**src/rtl/pulse_seq_if.sv**
```systemverilog
// Bundle of configuration inputs and pulse/status outputs for pulse_seq.
// Optional `phase` output is present only when PULSE_SEQ_PHASE_EN is defined.
interface pulse_seq_if #(
  parameter int CNT_W = 32,
  parameter int WID_W = 16,
  parameter int NPI_W = 8
);
  // No valid/ready: config is a level bus sampled only at t=0 of each period;
  // outputs are registered levels, valid every cycle after reset release.
  logic [CNT_W-1:0] per;
  logic [WID_W-1:0] p1wid;
  logic [WID_W-1:0] del;
  logic [WID_W-1:0] p2wid;
  logic [NPI_W-1:0] npi;
  logic             bl;
  logic [7:0]       pulse_block;
  logic             sync_on;
  logic             pulse_on;
  logic             inhib;
  logic [NPI_W-1:0] pi_idx;
  logic             overrun;
  logic [2:0]       fsm_state;
`ifdef PULSE_SEQ_PHASE_EN
  logic             phase;
`endif

  modport master (
    output per, p1wid, del, p2wid, npi, bl, pulse_block,
    input  sync_on, pulse_on, inhib, pi_idx, overrun, fsm_state
`ifdef PULSE_SEQ_PHASE_EN
    , input phase
`endif
  );

  modport slave (
    input  per, p1wid, del, p2wid, npi, bl, pulse_block,
    output sync_on, pulse_on, inhib, pi_idx, overrun, fsm_state
`ifdef PULSE_SEQ_PHASE_EN
    , output phase
`endif
  );
endinterface

```
**src/rtl/pulse_seq.sv**
```systemverilog
// Multi-echo pulse sequencer (P1 -> DLY -> PI -> (ECHO -> PI)* -> TAIL) with echo blanking.
// Define PULSE_SEQ_PHASE_EN to add the XY-alternation `phase` output.
module pulse_seq #(
  parameter int CNT_W = 32,
  parameter int WID_W = 16,
  parameter int NPI_W = 8
) (
  input  logic       clk_pll,
  input  logic       reset_n,
  pulse_seq_if.slave bus
);
  typedef enum logic [2:0] {
    S_P1   = 3'd0,
    S_DLY  = 3'd1,
    S_PI   = 3'd2,
    S_ECHO = 3'd3,
    S_TAIL = 3'd4
  } state_t;

  localparam int LW = WID_W + 1;
  localparam int EW = WID_W + 2;
  localparam logic [CNT_W-1:0] T_ONE  = CNT_W'(1);
  localparam logic [LW-1:0]    C_ONE  = LW'(1);
  localparam logic [EW-1:0]    E_ONE  = EW'(1);
  localparam logic [NPI_W-1:0] PI_ONE = NPI_W'(1);

  logic [CNT_W-1:0] t_q, t_d, per_q, per_e;
  logic [WID_W-1:0] p1wid_q, del_q, p2wid_q, p1wid_e, del_e, p2wid_e;
  logic [NPI_W-1:0] npi_q, npi_e;
  logic [7:0]       pb_q, pb_e;
  logic             bl_q, bl_e;

  state_t           st_q, st_d, cur;
  logic [LW-1:0]    cnt_q, cnt_d, c;
  logic [NPI_W-1:0] pi_q, pi_d, pi;
  logic             win_act_q, win_act_d, win_fin_q, win_fin_d;
  logic [EW-1:0]    win_cnt_q, win_cnt_d, e, o_len, win_end, del_x, pb_x;
  logic             first, wrap, cw, pi_end, last, act, fin, open_w;

  logic             sync_q, pulse_q, inhib_q, overrun_q;
  logic             sync_d, pulse_d, inhib_d, overrun_d;
  logic [NPI_W-1:0] pi_idx_q, pi_idx_d;

  // At t=0 the live inputs drive this cycle directly while being captured.
  always_comb begin
    first   = (t_q == '0);
    per_e   = first ? bus.per         : per_q;
    p1wid_e = first ? bus.p1wid       : p1wid_q;
    del_e   = first ? bus.del         : del_q;
    p2wid_e = first ? bus.p2wid       : p2wid_q;
    npi_e   = first ? bus.npi         : npi_q;
    bl_e    = first ? bus.bl          : bl_q;
    pb_e    = first ? bus.pulse_block : pb_q;
    cw      = (npi_e == '0);
    del_x   = {2'b00, del_e};
    pb_x    = {{(EW-8){1'b0}}, pb_e};
    o_len   = (del_x > pb_x) ? (del_x - pb_x) : '0;
    win_end = del_x + pb_x;
  end

  // Resolve the state for this cycle, skipping zero-length states in place.
  always_comb begin
    cur    = st_q;
    c      = cnt_q;
    pi     = pi_q;
    pi_end = 1'b0;
    last   = 1'b0;
    if (cur == S_P1 && c >= {1'b0, p1wid_e}) begin
      cur = S_DLY;
      c   = '0;
    end
    if (cur == S_DLY && c >= {1'b0, del_e}) begin
      cur = S_PI;
      c   = '0;
      pi  = pi + PI_ONE;
    end
    if (cur == S_PI && c >= {1'b0, p2wid_e}) begin
      pi_end = 1'b1;
      last   = (pi >= npi_e);
      cur    = last ? S_TAIL : S_ECHO;
      c      = '0;
    end
    if (cur == S_ECHO && c >= {del_e, 1'b0}) begin
      cur = S_PI;
      c   = '0;
      pi  = pi + PI_ONE;
    end
    if (cur == S_PI && c >= {1'b0, p2wid_e}) begin
      pi_end = 1'b1;
      last   = (pi >= npi_e);
      cur    = last ? S_TAIL : S_ECHO;
      c      = '0;
    end
  end

  // Echo window: e counts cycles since the most recent PI ended.
  always_comb begin
    e      = pi_end ? '0 : win_cnt_q;
    act    = pi_end | win_act_q;
    fin    = pi_end ? last : win_fin_q;
    open_w = act && (e >= o_len) && (fin || (e < win_end));
  end

  always_comb begin
    wrap      = (t_q >= per_e);
    t_d       = wrap ? '0 : t_q + T_ONE;
    st_d      = cur;
    cnt_d     = (cur == S_TAIL) ? c : c + C_ONE;
    pi_d      = pi;
    win_act_d = act;
    win_fin_d = fin;
    win_cnt_d = (act && e != '1) ? e + E_ONE : e;
    if (wrap) begin
      st_d      = S_P1;
      cnt_d     = '0;
      pi_d      = '0;
      win_act_d = 1'b0;
      win_fin_d = 1'b0;
      win_cnt_d = '0;
    end
  end

  always_comb begin
    sync_d    = 1'b0;
    pulse_d   = 1'b0;
    inhib_d   = 1'b0;
    pi_idx_d  = '0;
    overrun_d = overrun_q | (wrap & ~cw & (cur != S_TAIL));
    if (cw) begin
      pulse_d = 1'b1;
      sync_d  = (t_q < (per_e >> 1));
    end else begin
      pulse_d  = (cur == S_P1) || (cur == S_PI);
      sync_d   = (cur != S_TAIL);
      inhib_d  = bl_e & ~open_w;
      pi_idx_d = pi;
    end
  end

  always_ff @(posedge clk_pll or negedge reset_n) begin
    if (!reset_n) begin
      t_q       <= '0;
      per_q     <= '0;
      p1wid_q   <= '0;
      del_q     <= '0;
      p2wid_q   <= '0;
      npi_q     <= '0;
      bl_q      <= 1'b0;
      pb_q      <= '0;
      st_q      <= S_P1;
      cnt_q     <= '0;
      pi_q      <= '0;
      win_act_q <= 1'b0;
      win_fin_q <= 1'b0;
      win_cnt_q <= '0;
      sync_q    <= 1'b0;
      pulse_q   <= 1'b0;
      inhib_q   <= 1'b0;
      pi_idx_q  <= '0;
      overrun_q <= 1'b0;
    end else begin
      t_q <= t_d;
      if (first) begin
        per_q   <= bus.per;
        p1wid_q <= bus.p1wid;
        del_q   <= bus.del;
        p2wid_q <= bus.p2wid;
        npi_q   <= bus.npi;
        bl_q    <= bus.bl;
        pb_q    <= bus.pulse_block;
      end
      st_q      <= st_d;
      cnt_q     <= cnt_d;
      pi_q      <= pi_d;
      win_act_q <= win_act_d;
      win_fin_q <= win_fin_d;
      win_cnt_q <= win_cnt_d;
      sync_q    <= sync_d;
      pulse_q   <= pulse_d;
      inhib_q   <= inhib_d;
      pi_idx_q  <= pi_idx_d;
      overrun_q <= overrun_d;
    end
  end

  assign bus.sync_on   = sync_q;
  assign bus.pulse_on  = pulse_q;
  assign bus.inhib     = inhib_q;
  assign bus.pi_idx    = pi_idx_q;
  assign bus.overrun   = overrun_q;
  assign bus.fsm_state = st_q;

`ifdef PULSE_SEQ_PHASE_EN
  // Odd-numbered pi pulses are phase 1; pi_idx is 0 during P1 and after wrap.
  logic phase_q;
  always_ff @(posedge clk_pll or negedge reset_n) begin
    if (!reset_n) phase_q <= 1'b0;
    else          phase_q <= pi_idx_d[0];
  end
  assign bus.phase = phase_q;
`endif
endmodule

```
**src/flat_wrapper.sv**
```systemverilog
// flat-port wrapper written by rule: the top's interface ports become plain ports
module pulse_seq_flat 
#(
  parameter int CNT_W = 32,
  parameter int WID_W = 16,
  parameter int NPI_W = 8
)
  (clk_pll, reset_n, bus_per, bus_p1wid, bus_del, bus_p2wid, bus_npi, bus_bl, bus_pulse_block, bus_sync_on, bus_pulse_on, bus_inhib, bus_pi_idx, bus_overrun, bus_fsm_state);
  pulse_seq_if #(.CNT_W(CNT_W), .WID_W(WID_W), .NPI_W(NPI_W)) bus_i ();
  input  logic clk_pll;
  input  logic reset_n;
  input wire logic [$bits(bus_i.per)-1:0] bus_per;
  input wire logic [$bits(bus_i.p1wid)-1:0] bus_p1wid;
  input wire logic [$bits(bus_i.del)-1:0] bus_del;
  input wire logic [$bits(bus_i.p2wid)-1:0] bus_p2wid;
  input wire logic [$bits(bus_i.npi)-1:0] bus_npi;
  input wire logic [$bits(bus_i.bl)-1:0] bus_bl;
  input wire logic [$bits(bus_i.pulse_block)-1:0] bus_pulse_block;
  output wire logic [$bits(bus_i.sync_on)-1:0] bus_sync_on;
  output wire logic [$bits(bus_i.pulse_on)-1:0] bus_pulse_on;
  output wire logic [$bits(bus_i.inhib)-1:0] bus_inhib;
  output wire logic [$bits(bus_i.pi_idx)-1:0] bus_pi_idx;
  output wire logic [$bits(bus_i.overrun)-1:0] bus_overrun;
  output wire logic [$bits(bus_i.fsm_state)-1:0] bus_fsm_state;
  assign bus_i.per = bus_per;
  assign bus_i.p1wid = bus_p1wid;
  assign bus_i.del = bus_del;
  assign bus_i.p2wid = bus_p2wid;
  assign bus_i.npi = bus_npi;
  assign bus_i.bl = bus_bl;
  assign bus_i.pulse_block = bus_pulse_block;
  assign bus_sync_on = bus_i.sync_on;
  assign bus_pulse_on = bus_i.pulse_on;
  assign bus_inhib = bus_i.inhib;
  assign bus_pi_idx = bus_i.pi_idx;
  assign bus_overrun = bus_i.overrun;
  assign bus_fsm_state = bus_i.fsm_state;
  pulse_seq #(.CNT_W(CNT_W), .WID_W(WID_W), .NPI_W(NPI_W)) u_core (.clk_pll(clk_pll), .reset_n(reset_n), .bus(bus_i));
endmodule
```
**config.mk**
```make
export PLATFORM = sky130hd
export DESIGN_NAME = pulse_seq_flat
export DESIGN_NICKNAME = d
export VERILOG_FILES = /design/src/rtl/pulse_seq_if.sv /design/src/rtl/pulse_seq.sv /design/src/flat_wrapper.sv
export SDC_FILE = /design/constraint.sdc
export NUM_CORES = 1
export LEC_CHECK = 0
export ABC_AREA = 1
export CAP_MARGIN = 20
export CELL_PAD_IN_SITES_DETAIL_PLACEMENT = 2
export CELL_PAD_IN_SITES_GLOBAL_PLACEMENT = 2
export CORE_MARGIN = 10
export CORE_UTILIZATION = 38
export DETAILED_ROUTE_END_ITERATION = 8
export GPL_ROUTABILITY_DRIVEN = 0
export GPL_TIMING_DRIVEN = 0
export HOLD_SLACK_MARGIN = 0.12
export PLACE_DENSITY_LB_ADDON = 0.1
export SYNTH_ARGS = -nofsm -noshare
export SYNTH_HDL_FRONTEND = slang
export SYNTH_SLANG_ARGS = --single-unit
```
**constraint.sdc**
```tcl
create_clock -name clk_pll -period 36.2 [get_ports clk_pll]
set_clock_uncertainty 0.15 [all_clocks]
set_input_delay 3.62 -clock clk_pll [delete_from_list [all_inputs] [get_ports clk_pll]]
set_output_delay 3.62 -clock clk_pll [all_outputs]
set_load 0.02 [all_outputs]
```
* Word level (Yosys, flattened, before mapping)
Index checks and enable logic that the tools add are counted.
Widths: inputs -> output; s select.
** Cells by class
- Add/subtract/negate cells :: 7
- $lt $le $gt $ge :: 12
- Eq/ne operators :: 8
- Multiplexer cells :: 41
- Bitwise gates (word level) :: 7
- Reductions and logical operators :: 14
** Operators with widths (number)
- $mux 17 :: 7
- $mux 18 :: 4
- $ge 17x16->1 :: 4
- $mux 32 :: 2
- $mux 16 :: 3
- $mux 8 :: 6
- $add 32x1->32 const B :: 1
- $ge 32x32->1 :: 1
- $logic_not 32->1 :: 1
- $lt 32x31->1 :: 1
- $mux 3 :: 8
- $add 18x1->18 const B :: 1
- $ge 18x18->1 :: 1
- $lt 18x18->1 :: 1
- $ne 18x18->1 const B :: 1
- $add 16x8->17 :: 1
- $add 17x1->17 const B :: 1
- $ge 17x17->1 :: 1
- $sub 16x8->17 :: 1
- $add 8x1->8 const B :: 2
- $ge 8x8->1 :: 2
- $gt 16x8->1 :: 1
- $eq 3x2->1 const B :: 4
- $mux 1 :: 11
- 10 further kinds :: 23
** Storage, ports and cells
- Register bits after elaboration :: 189
- Input port bits :: 99
- Logic and storage cells :: 108

* Logic depth before layout (Yosys ltp)
Gate-level depths: netlist (run 1).
- Depth in word-level cells :: 24
- Mapped depth :: 101
- Gate-level depth less buffers :: 88

* Least setup slack after synthesis (run 1)
OpenSTA, ideal clock, no wires.
- Kind :: input-to-reg
- Start point :: input port bus_p1wid[10]
- End point :: register u_core.inhib_q (netlist: u_core.bus.inhib)
- Data arrival time :: 13.675 ns
- Setup slack :: 22.304 ns
- Stages :: 85
- Buffers on the path :: 10
- Path through :: inv_1 o21ai_0 inv_1 ha_1 nand2_1 nor2_1 nand2_1 nor2_1 a21oi_1 nand3_2 nand2_4 clkinv_1 clkbuf_1 buf_1 nor2_1 ha_1 nand2_1 nor2_1 (+49 left out) nand2_4 buf_6 buf_6 buf_2 nand3_1 inv_1 ha_1 nand2_1 nor2_1 a2111oi_0 o221ai_1 a21oi_1 o21ai_0 a21oi_1 o21bai_1 nand2_1 a21oi_1 nor2_1
** Between the ends
- Cells in the longest elaborated chain, start to end :: 23
** Ends and longest elaborated chain
- from (decl) :: RTL line flat_wrapper.sv:13 : input wire logic [$bits(bus_i.p1wid)-1:0] bus_p1wid;
- $mux 16 * :: RTL line pulse_seq.sv:48 : p1wid_e = first ? bus.p1wid : p1wid_q;
- via u_core.p1wid_e[10] :: RTL line pulse_seq.sv:28 : logic [WID_W-1:0] p1wid_q, del_q, p2wid_q, p1wid_e, del_e, p2wid_e;
- $ge 17x16->1 * :: RTL line pulse_seq.sv:68 : if (cur == S_P1 && c >= {1'b0, p1wid_e}) begin
- $logic_and 1x1->1 * :: RTL line pulse_seq.sv:68
- $mux 17 / $mux 3 (equally long branches) :: RTL line pulse_seq.sv:68
- $ge 17x16->1 / $eq 3x1->1 (equally long branches) :: RTL line pulse_seq.sv:72 : if (cur == S_DLY && c >= {1'b0, del_e}) begin
- $logic_and 1x1->1 :: RTL line pulse_seq.sv:72
- $mux 17 (tied with other cells) :: RTL line pulse_seq.sv:72
- (+9 left out)
- $mux 18 :: RTL line pulse_seq.sv:98 : e = pi_end ? '0 : win_cnt_q;
- $ge 18x18->1 / $lt 18x18->1 (equally long branches) :: RTL line pulse_seq.sv:101 : open_w = act && (e >= o_len) && (fin || (e < win_end));
- $logic_and 1x1->1 / $logic_or 1x1->1 (equally long branches) :: RTL line pulse_seq.sv:101
- $logic_and 1x1->1 * :: RTL line pulse_seq.sv:101
- $not 1->1 * :: RTL line pulse_seq.sv:135 : inhib_d = bl_e & ~open_w;
- $and 1x1->1 * :: RTL line pulse_seq.sv:135
- $mux 1 * :: RTL line pulse_seq.sv:129 : if (cw) begin
- via u_core.inhib_d :: RTL line pulse_seq.sv:41 : logic sync_d, pulse_d, inhib_d, overrun_d;
- to (signal assigned) :: RTL line pulse_seq.sv:180 : inhib_q <= inhib_d;
- to (decl) :: RTL line pulse_seq.sv:40 : logic sync_q, pulse_q, inhib_q, overrun_q;
The timed path passes the listed nets; every way through them passes the cells marked *.

* Final worst setup path (run 1)
- Start point :: register u_core.t_q[0]
- End point :: register u_core.inhib_q (netlist: u_core.bus.inhib)
** Between the ends
- Cells in the longest elaborated chain, start to end :: 24
** Ends and longest elaborated chain
- from (decl) :: RTL line pulse_seq.sv:27 : logic [CNT_W-1:0] t_q, t_d, per_q, per_e;
- from (signal assigned) :: RTL line pulse_seq.sv:162 : t_q <= t_d;
- $logic_not 32->1 * :: RTL line pulse_seq.sv:46 : first = (t_q == '0);
- $mux 16 * :: RTL line pulse_seq.sv:48
- via u_core.p1wid_e[4] :: RTL line pulse_seq.sv:28
- $ge 17x16->1 * :: RTL line pulse_seq.sv:68
- $logic_and 1x1->1 * :: RTL line pulse_seq.sv:68
- $mux 17 / $mux 3 (equally long branches) :: RTL line pulse_seq.sv:68
- $ge 17x16->1 / $eq 3x1->1 (equally long branches) :: RTL line pulse_seq.sv:72
- $logic_and 1x1->1 :: RTL line pulse_seq.sv:72
- (+10 left out)
- $mux 18 :: RTL line pulse_seq.sv:98
- $ge 18x18->1 / $lt 18x18->1 (equally long branches) :: RTL line pulse_seq.sv:101
- $logic_and 1x1->1 / $logic_or 1x1->1 (equally long branches) :: RTL line pulse_seq.sv:101
- $logic_and 1x1->1 * :: RTL line pulse_seq.sv:101
- $not 1->1 * :: RTL line pulse_seq.sv:135
- $and 1x1->1 * :: RTL line pulse_seq.sv:135
- $mux 1 * :: RTL line pulse_seq.sv:129
- via u_core.inhib_d :: RTL line pulse_seq.sv:41
Marked as above.

==> run metrics, run 1 <==
Rows=73; fmax=about 52 MHz; initial drt markers=611; detailed-route via count=roughly 15000; Num CTS Buffers=17; CP max-delay cell=clkbuf_1; Yosys cell types=55; I/O pin count=114; final WL=between 50 and 60 mm; largest net degree at the start of global routing=about 110; Worst Path Max Fanout=10; register area share after synthesis=30.7%; Pwr per Cell Area=approximately 33 nW/µm²; Resize count post-CTS=0; Most used DFF post-synth=dfrtp_1; layout filler cell count=4703; Mapped Area=15400 µm²; Longest Clk Path Bufs=2; grt total ovfl=0; Worst Path Required=36420 ps; Fin. Hold Viols=0; CTS sink cnt=189; FF-to-FF Start=u_core.t_q[0]; Syn Area/Cell=about 7.2 µm²; total power=approximately 580 µW; Worst-Skew Late Latency=approximately 480 ps; Synth Instances=2127; VDD IR-drop max=0.0000356 V; cts-stage hold buffer count=0; Post-DRT Antenna Nets=0; final core utilization=44.7%; ranking of synthesized cells by area=dfrtp_1 (31%), ha_1 (17%), nand2_1 (11%), inv_1 (10%), nor2_1 (5.2%); reg2reg path depth=95; IO Port Bufs=around 110; Worst Hold Class=reg2reg; Worst setup startpoint=u_core.t_q[0]; layout overhead on the synthesized area=15.8%; Crit path arrival time=19400 ps; most frequent cells after synthesis=nand2_1 (442), inv_1 (409), nor2_1 (215); TritonCTS clock tree=built; Ys Warns=0; register-to-register setup slack=around 17000 ps; die width=between 200 and 250 µm; initial antenna violation count=1; Die ar.=a little under 50000 µm²; Hold Path Depth=1; CP peak stage delay=720 ps; asr flop ratio synth=between 90% and 100%; Crit. End Element=flop; CTS H-tree depth=4; nets=between 2000 and 3000; post-synth top area share=a little under a third; static leakage=slightly below 0.01 µW; critical path class=reg2reg; post-synth top area cell=dfrtp_1; clock root buffer=clkbuf_16; share of layout cells above drive strength 1=just over 5%; RSZ-0062 raised after global routing=false; Fin Setup TNS=0 ps; Setup Fix Bufs, Post-CTS=0; fin crit period=19180 ps; Worst Path Buf+Inv=24; max_cap viols=0; vias in the first global route=between 15000 and 20000; Final Max Tran Viols=0; WL/cell=21.0 µm; min-delay src=u_core.bl_q; Global Route Usage Sum=around a quarter; status=completed; count leader, synth=nand2_1; Die Y=between 200 and 250 µm; Initial DRT Pass Iterations=5; EDFF count, synth=0; Final Setup Violations=0; CP Launch Type=flop; CP top delay family=buffers and inverters; slew margin rel.=a little under a third; Seq cells post-synth=between 150 and 200; core area=roughly 40000 µm²; syn nets=approximately 2400; Crit path top cell by count=nand2_1; DRC Markers=0; clock-pin slew on the worst setup and hold paths=80 ps; Final Cycle Share=53.0%; Initial Util=38.6%; hpwl dp=approximately 47 mm; vias per inst=5.27; Worst-Margin Slew=between 1000 and 1500 ps; CP Depth=between 90 and 100; Hold Slack=roughly 360 ps; global-route wire length before repair=between 90 and 100 mm
## cells in the final DEF, fill, tap and decap left out, types with 5 or more instances in the layout
master / Yosys / final
a211oi_1: 5 / 5
a21oi_1: 108 / 108
a31oi_1: 6 / 6
buf_2: 5 / 5
buf_6: 5 / 5
clkbuf_1: 33 / 33
clkbuf_16: 0 / 17
clkdlybuf4s50_1: 0 / 112
dfrtp_1: 189 / 189
ha_1: 214 / 214
inv_1: 409 / 409
inv_2: 7 / 7
mux2_2: 5 / 5
nand2_1: 442 / 442
nand2_2: 7 / 7
nand2_4: 5 / 5
nand3_1: 75 / 75
nand3_2: 9 / 9
nand3b_1: 10 / 10
nand4_1: 49 / 49
nor2_1: 215 / 215
nor2_2: 11 / 11
nor2_4: 5 / 5
nor3_1: 40 / 40
nor3_2: 5 / 5
nor3b_1: 8 / 8
nor4_1: 10 / 10
o21a_1: 7 / 7
o21ai_0: 132 / 132
o21ai_1: 12 / 12
o21bai_1: 8 / 8
xor2_1: 37 / 37
## routing by layer
| layer | track usage [%] | vias to the layer above | share of wire, % |
|---|---|---|---|
| met2 | 43.9 | 193 | 51 |
| met4 | 8.01 | 0 | 2.7 |
| met3 | 3.40 | 72 | 2.6 |
| met5 | 0 | - | 0 |
| met1 | 28.3 | 7398 | 44 |
| li1 | - | 7082 | - |
## power by group
part / total, µW / internal [µW] / switching [µW]
clock: 205 / 104 / 100
combinational: 150 / 53.9 / 96.2
sequential: 225 / 220 / 5.13
## cell type report
cell class / count / area, µm² / share of cell area [%]
antenna: 1 / 2.50 / 0.0140
buffer: 47 / 224 / 1.26
clock buffer: 17 / 425 / 2.39
clock inverter: 15 / 178 / 0.996
inverter: 419 / 1570 / 8.82
multi-input combinational: 1472 / 8870 / 49.8
sequential: 189 / 4730 / 26.5
tap: 525 / 657 / 3.68
timing repair buffer: 115 / 1170 / 6.57
## cells by family after synthesis
family	Yosys count	synth area share [%]
and+or+nand+nor	905	26.3
buffers and inverters	466	11.7
AOI/OAI and AO/OA	305	11.0
adders and majority gates	216	17.6
DFF	189	30.7
xor gates and xnor gates	40	2.27
muxes	6	0.431
## registers in the layout (all words and copies together) (netlist names), 3 cells and up
signal,cells
u_core.del_q,16
u_core.npi_q,8
u_core.bus.fsm_state,3
u_core.p1wid_q,16
u_core.win_cnt_q,18
u_core.bus.pi_idx,8
u_core.cnt_q,17
u_core.pi_q,8
u_core.p2wid_q,16
u_core.t_q,32
u_core.per_q,32
u_core.pb_q,8
## worst paths after layout
check	end
setup / recovery	u_core.bus.inhib
hold / removal	u_core.bl_q
setup reg to reg	u_core.bus.inhib
hold reg to reg	u_core.bl_q
max in group asynchronous	u_core.bus.pi_idx[0]
min in group asynchronous	u_core.p1wid_q[5]
## through the flow
stage	setup slack (ps)	instance area [µm²]	instances
floorplan	22300	15400	2127
global placement	17760	17200	2765
detailed placement	17280	17200	2766
CTS	17080	17800	2798
global route	15780	17800	2799
finish	17020	17800	2800
Note: power is estimated with default switching activity, not from simulation.
==> inputs of run 2 (changes only) <==
- CORE_UTILIZATION: 38 -> 35
- clock period: 36.2 -> 19.9 ns (I/O delays scaled with it)
==> run metrics, run 2 (same netlist as run 1, synthesis figures left out) <==
Pwr per Cell Area=approximately 59 nW/µm²; CP Launch Type=flop; Crit path top cell by count=nand2_1; Num CTS Buffers=17; hpwl dp=46.7 mm; Post-DRT Antenna Nets=0; Crit. End Element=flop; grt total ovfl=0; Final Max Tran Viols=0; Die Y=about 230 µm; layout overhead on the synthesized area=16.3%; WL/cell=approximately 20 µm; Sw Share=between 30% and 40%; Gate power share=about 26%; Crit Reg-Reg Endpoint=u_core.bus.inhib; total power=1050 µW; Worst-Margin Slew=1100 ps; Hold Path Depth=1; Global Route Usage Sum=between 20% and 30%; max_cap viols=0; net switching power=around 370 µW; reg2reg path depth=94; IO Port Bufs=113; Final Cycle Share=between 90% and 100%; core area=between 40000 and 50000 µm²; Min-Delay Endpoint=u_core.bus.overrun; Final Setup Violations=0; detailed-route via count=around 15000; Crit path arrival time=between 15000 and 20000 ps; Worst Path Max Fanout=10; vias in the first global route=roughly 16000; vias per inst=5.14; Layout Cells excl Fill=roughly 2900; largest net degree at the start of global routing=about 110; Fin. Hold Viols=0; CTS H-tree depth=4; DRC Markers=0; fmax=about 55 MHz; TritonCTS clock tree=built; Initial DRT Pass Iterations=5; share of layout cells above drive strength 1=between 5 and 6%; Die ar.=52800 µm²; commonest non-fill, non-tap cell in the layout=nand2_1; Clk network pwr share=35.4%; slew margin rel.=25.8%; CTS sink cnt=roughly 190; fin crit period=18330 ps; CP peak stage delay=around 640 ps; clock-pin slew on the worst setup and hold paths=roughly 80 ps; part of the power in registers=about two fifths; Initial Util=35.6%; critical path class=reg2reg; Rows=76; nets=between 2000 and 3000; Fin Setup TNS=0 ps; RSZ-0062 raised after global routing=false; Worst Path Buf+Inv=24; initial drt markers=roughly 630; I/O pin count=114; clock root buffer=clkbuf_16; die width=230 µm; global-route wire length before repair=just over 90 mm; Worst-Skew Late Latency=510 ps; final WL=roughly 58 mm; min-delay src=u_core.bus.overrun; CP max-delay cell=nor3_1; VDD IR-drop max=approximately 0.000054 V; commonest cells after routing, fill and taps aside=nand2_1 (442), inv_1 (409), nor2_1 (215); FF-to-FF Start=u_core.t_q[0]; Worst Hold Class=reg2reg; Longest Clk Path Bufs=2; static leakage=0.00989 µW; register-to-register setup slack=1570 ps; initial antenna violation count=1; status=completed; placed cells=2826; Worst Path Required=20160 ps; Regs by FF count=u_core.per_q (32), u_core.t_q (32), u_core.win_cnt_q (18); internal power=677 µW; CP top delay family=buffers and inverters
[run 2: cell types whose count changed in the layout (fill, tap and decap cells not counted), sizes merged]
cell | previous run | this run
clkinv | 6 | 8
bufinv | 2 | 1
inv | 423 | 422
[run 2: metal layers]
layer | up-vias | share of wire (%) | track usage (%)
li1 | 7081 | - | -
met1 | 7389 | 45 | 26.9
met2 | 188 | 50 | 39.6
met3 | 55 | 2.9 | 3.96
met4 | 0 | 2.1 | 6.58
met5 | - | 0 | 0
[run 2: metrics by stage]
stage / setup slack (ps) / hold slack (ps) / cell area, µm² / utilization [%]
finish: 1570 / 362 / 17900 / 41.4
global route: 222 / 377 / 17900 / 41.4
CTS: 656 / 361 / 17900 / 41.4
detailed placement: 835 / 326 / 17300 / 40.0
global placement: 1370 / 333 / 17300 / 39.9
floorplan: 7540 / 311 / 15400 / -
[run 2: cell type report]
type	count	area, µm²
Sequential cell	189	4730
Clock inverter	15	179
Antenna cell	1	2.50
Multi-Input combinational cell	1472	8870
Buffer	47	230
Inverter	419	1570
Clock buffer	17	425
Tap cell	585	732
Timing Repair Buffer	115	1170
Fill cell	5127	25400
[run 2: power groups by stage]
stage	logic, µW	registers, µW	clock network (µW)
detailed placement	267	418	0
global placement	250	418	0
floorplan	165	414	0
finish	269	411	373
global route	307	413	398
CTS	269	411	386
[run 2: worst max path at each step]
stage | start | end | cells past startpoint
global route | u_core.t_q[0] | u_core.bus.inhib | 100
CTS | u_core.t_q[0] | u_core.bus.inhib | 93
finish | u_core.t_q[0] | u_core.bus.inhib | 94
detailed placement | u_core.t_q[0] | u_core.bus.inhib | 93
floorplan | u_core.t_q[0] | u_core.bus.inhib | 96
global placement | u_core.t_q[0] | u_core.bus.inhib | 95
[run 2: repair_timing]
action | 4_1_cts | 5_1_grt
setup endpoints to repair | 0 | 10
endpoints found under the hold margin | 0 | 0
gates resized for setup | 0 | 12
buffers inserted | 0 | 0
hold buffers | 0 | 0
==> inputs of run 3 (changes only) <==
- CTS_CLUSTER_SIZE: default -> 8
==> results of run 3 <==
The final DEF is identical to that of run 2; final timing and power are the same.
==> edit, RTL diff (flow settings as in run 3) <==
`CNT_W` is set to 32 in 3 places; all go to 64.
--- a/src/rtl/pulse_seq_if.sv
+++ b/src/rtl/pulse_seq_if.sv
@@ -1,7 +1,7 @@
 // Bundle of configuration inputs and pulse/status outputs for pulse_seq.
 // Optional `phase` output is present only when PULSE_SEQ_PHASE_EN is defined.
 interface pulse_seq_if #(
-  parameter int CNT_W = 32,
+  parameter int CNT_W = 64,
   parameter int WID_W = 16,
   parameter int NPI_W = 8
 );
--- a/src/rtl/pulse_seq.sv
+++ b/src/rtl/pulse_seq.sv
@@ -1,7 +1,7 @@
 // Multi-echo pulse sequencer (P1 -> DLY -> PI -> (ECHO -> PI)* -> TAIL) with echo blanking.
 // Define PULSE_SEQ_PHASE_EN to add the XY-alternation `phase` output.
 module pulse_seq #(
-  parameter int CNT_W = 32,
+  parameter int CNT_W = 64,
   parameter int WID_W = 16,
   parameter int NPI_W = 8
 ) (
--- a/src/flat_wrapper.sv
+++ b/src/flat_wrapper.sv
@@ -1,7 +1,7 @@
 // flat-port wrapper written by rule: the top's interface ports become plain ports
 module pulse_seq_flat 
 #(
-  parameter int CNT_W = 32,
+  parameter int CNT_W = 64,
   parameter int WID_W = 16,
   parameter int NPI_W = 8
 )
Ports: changed (resized bus_per); port bits go from 114 to 146. No check against the original RTL was run, so the function may have changed too.
==> edit against run 3 <==
Die area up 26%. Total power increased by 13%. Routed wire length increased by 34%. Design area up 31%. Highest routed layer unchanged. Critical path type unchanged. Combinational power fell by 85%. Cell count is 30% higher. Sequential cell count increased by 64. Core utilization rose by 0.28 points. Worst setup slack better by 0.045 ns. Synthesized area up 29%.
==> edit: results (changes against run 3) <==
Global route
The number of global-route vias before repair is 21900 (+33%). The largest net degree at the start of global routing is 106 (-0.93%). The first-pass GRT wire length is 123 mm (+34%). The overall fraction of global-route tracks in use is 23.1% (+0.81 points).

Clock network
The clock insertion delay at the later pin of the skew report came to 0.58 ns (+0.07 ns). The number of H-tree levels was 2 (-2). The maximum buffer depth of the clock tree was 3 (+1).

The clock input transition at the sequential cells of the worst setup and hold paths was 0.05 ns (-0.03 ns).

Place
The number of port buffers is 145 (+28%). The half-perimeter wire length after placement came to 61.9 mm (+33%).

Yosys
The synthesized-area fraction occupied by xor and xnor cells was 3.00% (+0.72 points). The commonest cells after synthesis are 815 x sky130_fd_sc_hd__nand2_1, 381 x sky130_fd_sc_hd__inv_1, 296 x sky130_fd_sc_hd__nor2_1. The share of the synthesized area in compound gates (AO/OA/AOI/OAI) is 7.54% (-3.4 points).

The fraction of the mapped netlist area in adder cells was 17.7% (+0.070 points). The mux cell area share after synthesis was 0% (-0.43 points). The sequential fraction of the synthesis area is 31.9% (+1.2 points).

Cells and area
The number of fillers in the final layout was 6694 (+31%). The ratio of cells with drive above 1 in the final layout came to 3.94% (-1.4 points).

Run status
The run finished with clean final reports.

Setup path
On the critical path, the stage with the largest delay is an instance of sky130_fd_sc_hd__a2111oi_0. The peak fanout along the critical path is 12 (+2). On the critical path the largest part of the delay comes from simple AND/OR/NAND/NOR gates.

The arrival time of the worst setup path is 18.60 ns (about the same). The largest stage delay on the critical path was 0.72 ns (+0.08 ns).

Detailed routing
The violation count after the first detailed-routing iteration was 1031 (+64%).
edit: changes by cell type in the layout (fill, tap and decap cells not counted), sizes merged, moves of 32 or more:
cell and change:
ha +64, nor4 +41, o21ai -86, nor3 +35
nand2 +368, clkbuf +43, dfrtp +64, nor2 +80
clkdlybuf4s50 +32
edit: worst reg2reg max path: cells and delay by family (launching register included):
| kind | cells | cell delay (ns) |
|---|---|---|
| flip-flops | 1 | 0.46 |
| adder cells (fa/ha/maj) | 6 | 1.73 |
| buffers and inverters | 19 | 5.22 |
| AO/OA/AOI/OAI | 17 | 3.07 |
| AND/OR/NAND/NOR | 51 | 7.53 |
edit: per-stage QoR:
| stage | hold slack [ns] | cell area, sq um | utilization (%) | std cells |
|---|---|---|---|---|
| 2_1_floorplan | 0.282 | 19900 | - | 2765 |
| 3_3_place_gp | 0.300 | 22300 | 39.5 | 3666 |
| 3_5_place_dp | 0.316 | 22300 | 39.7 | 3669 |
| 4_1_cts | 0.323 | 23400 | 41.7 | 3722 |
| 5_1_grt | 0.345 | 23500 | 41.7 | 3722 |
| 6_report | 0.320 | 23500 | 41.7 | 3723 |
edit: report_power, final:
part	total, mW	switching (mW)	internal (mW)
registers	0.516	0.000120	0.516
clock network	0.635	0.262	0.374
logic	0.0413	0.0174	0.0239
total	1.19	0.279	0.913
edit: layout make-up:
type / instances / area, sq um / area share (%)
Antenna cell: 1 / 2.50 / 0.0107
Buffer: 57 / 262 / 1.11
Clock buffer: 49 / 1070 / 4.58
Clock inverter: 4 / 35.0 / 0.149
Inverter: 394 / 1490 / 6.33
Multi-Input combinational cell: 2060 / 11800 / 50.3
Sequential cell: 253 / 6330 / 27.0
Tap cell: 756 / 946 / 4.03
Timing Repair Buffer: 149 / 1530 / 6.54
edit: layer usage:
| layer | up-vias | GRT usage, % | share of wire [%] |
|---|---|---|---|
| met5 | - | 0 | 0 |
| met4 | 0 | 6.09 | 2.3 |
| met3 | 90 | 3.10 | 3.3 |
| met2 | 285 | 39.6 | 47 |
| met1 | 9791 | 30.0 | 47 |
| li1 | 9321 | - | - |
edit: final timing paths:
path                       cells after the start               end           start  slack (ns)
max                                           93  u_core.bus.inhib  u_core.t_q[32]        1.61
min                                            1     u_core.t_q[0]   u_core.t_q[0]        0.32
max reg2reg                                   93  u_core.bus.inhib  u_core.t_q[32]        1.61
min reg2reg                                    1     u_core.t_q[0]   u_core.t_q[0]        0.32
max in group asynchronous                      3   u_core.del_q[7]         reset_n       17.00
min in group asynchronous                      1   u_core.per_q[9]         reset_n        1.18
edit: repair_timing:
action                                  CTS  global route
gates resized for setup                   0            11
endpoints found under the hold margin     0             0
endpoints found under the setup margin    0            18
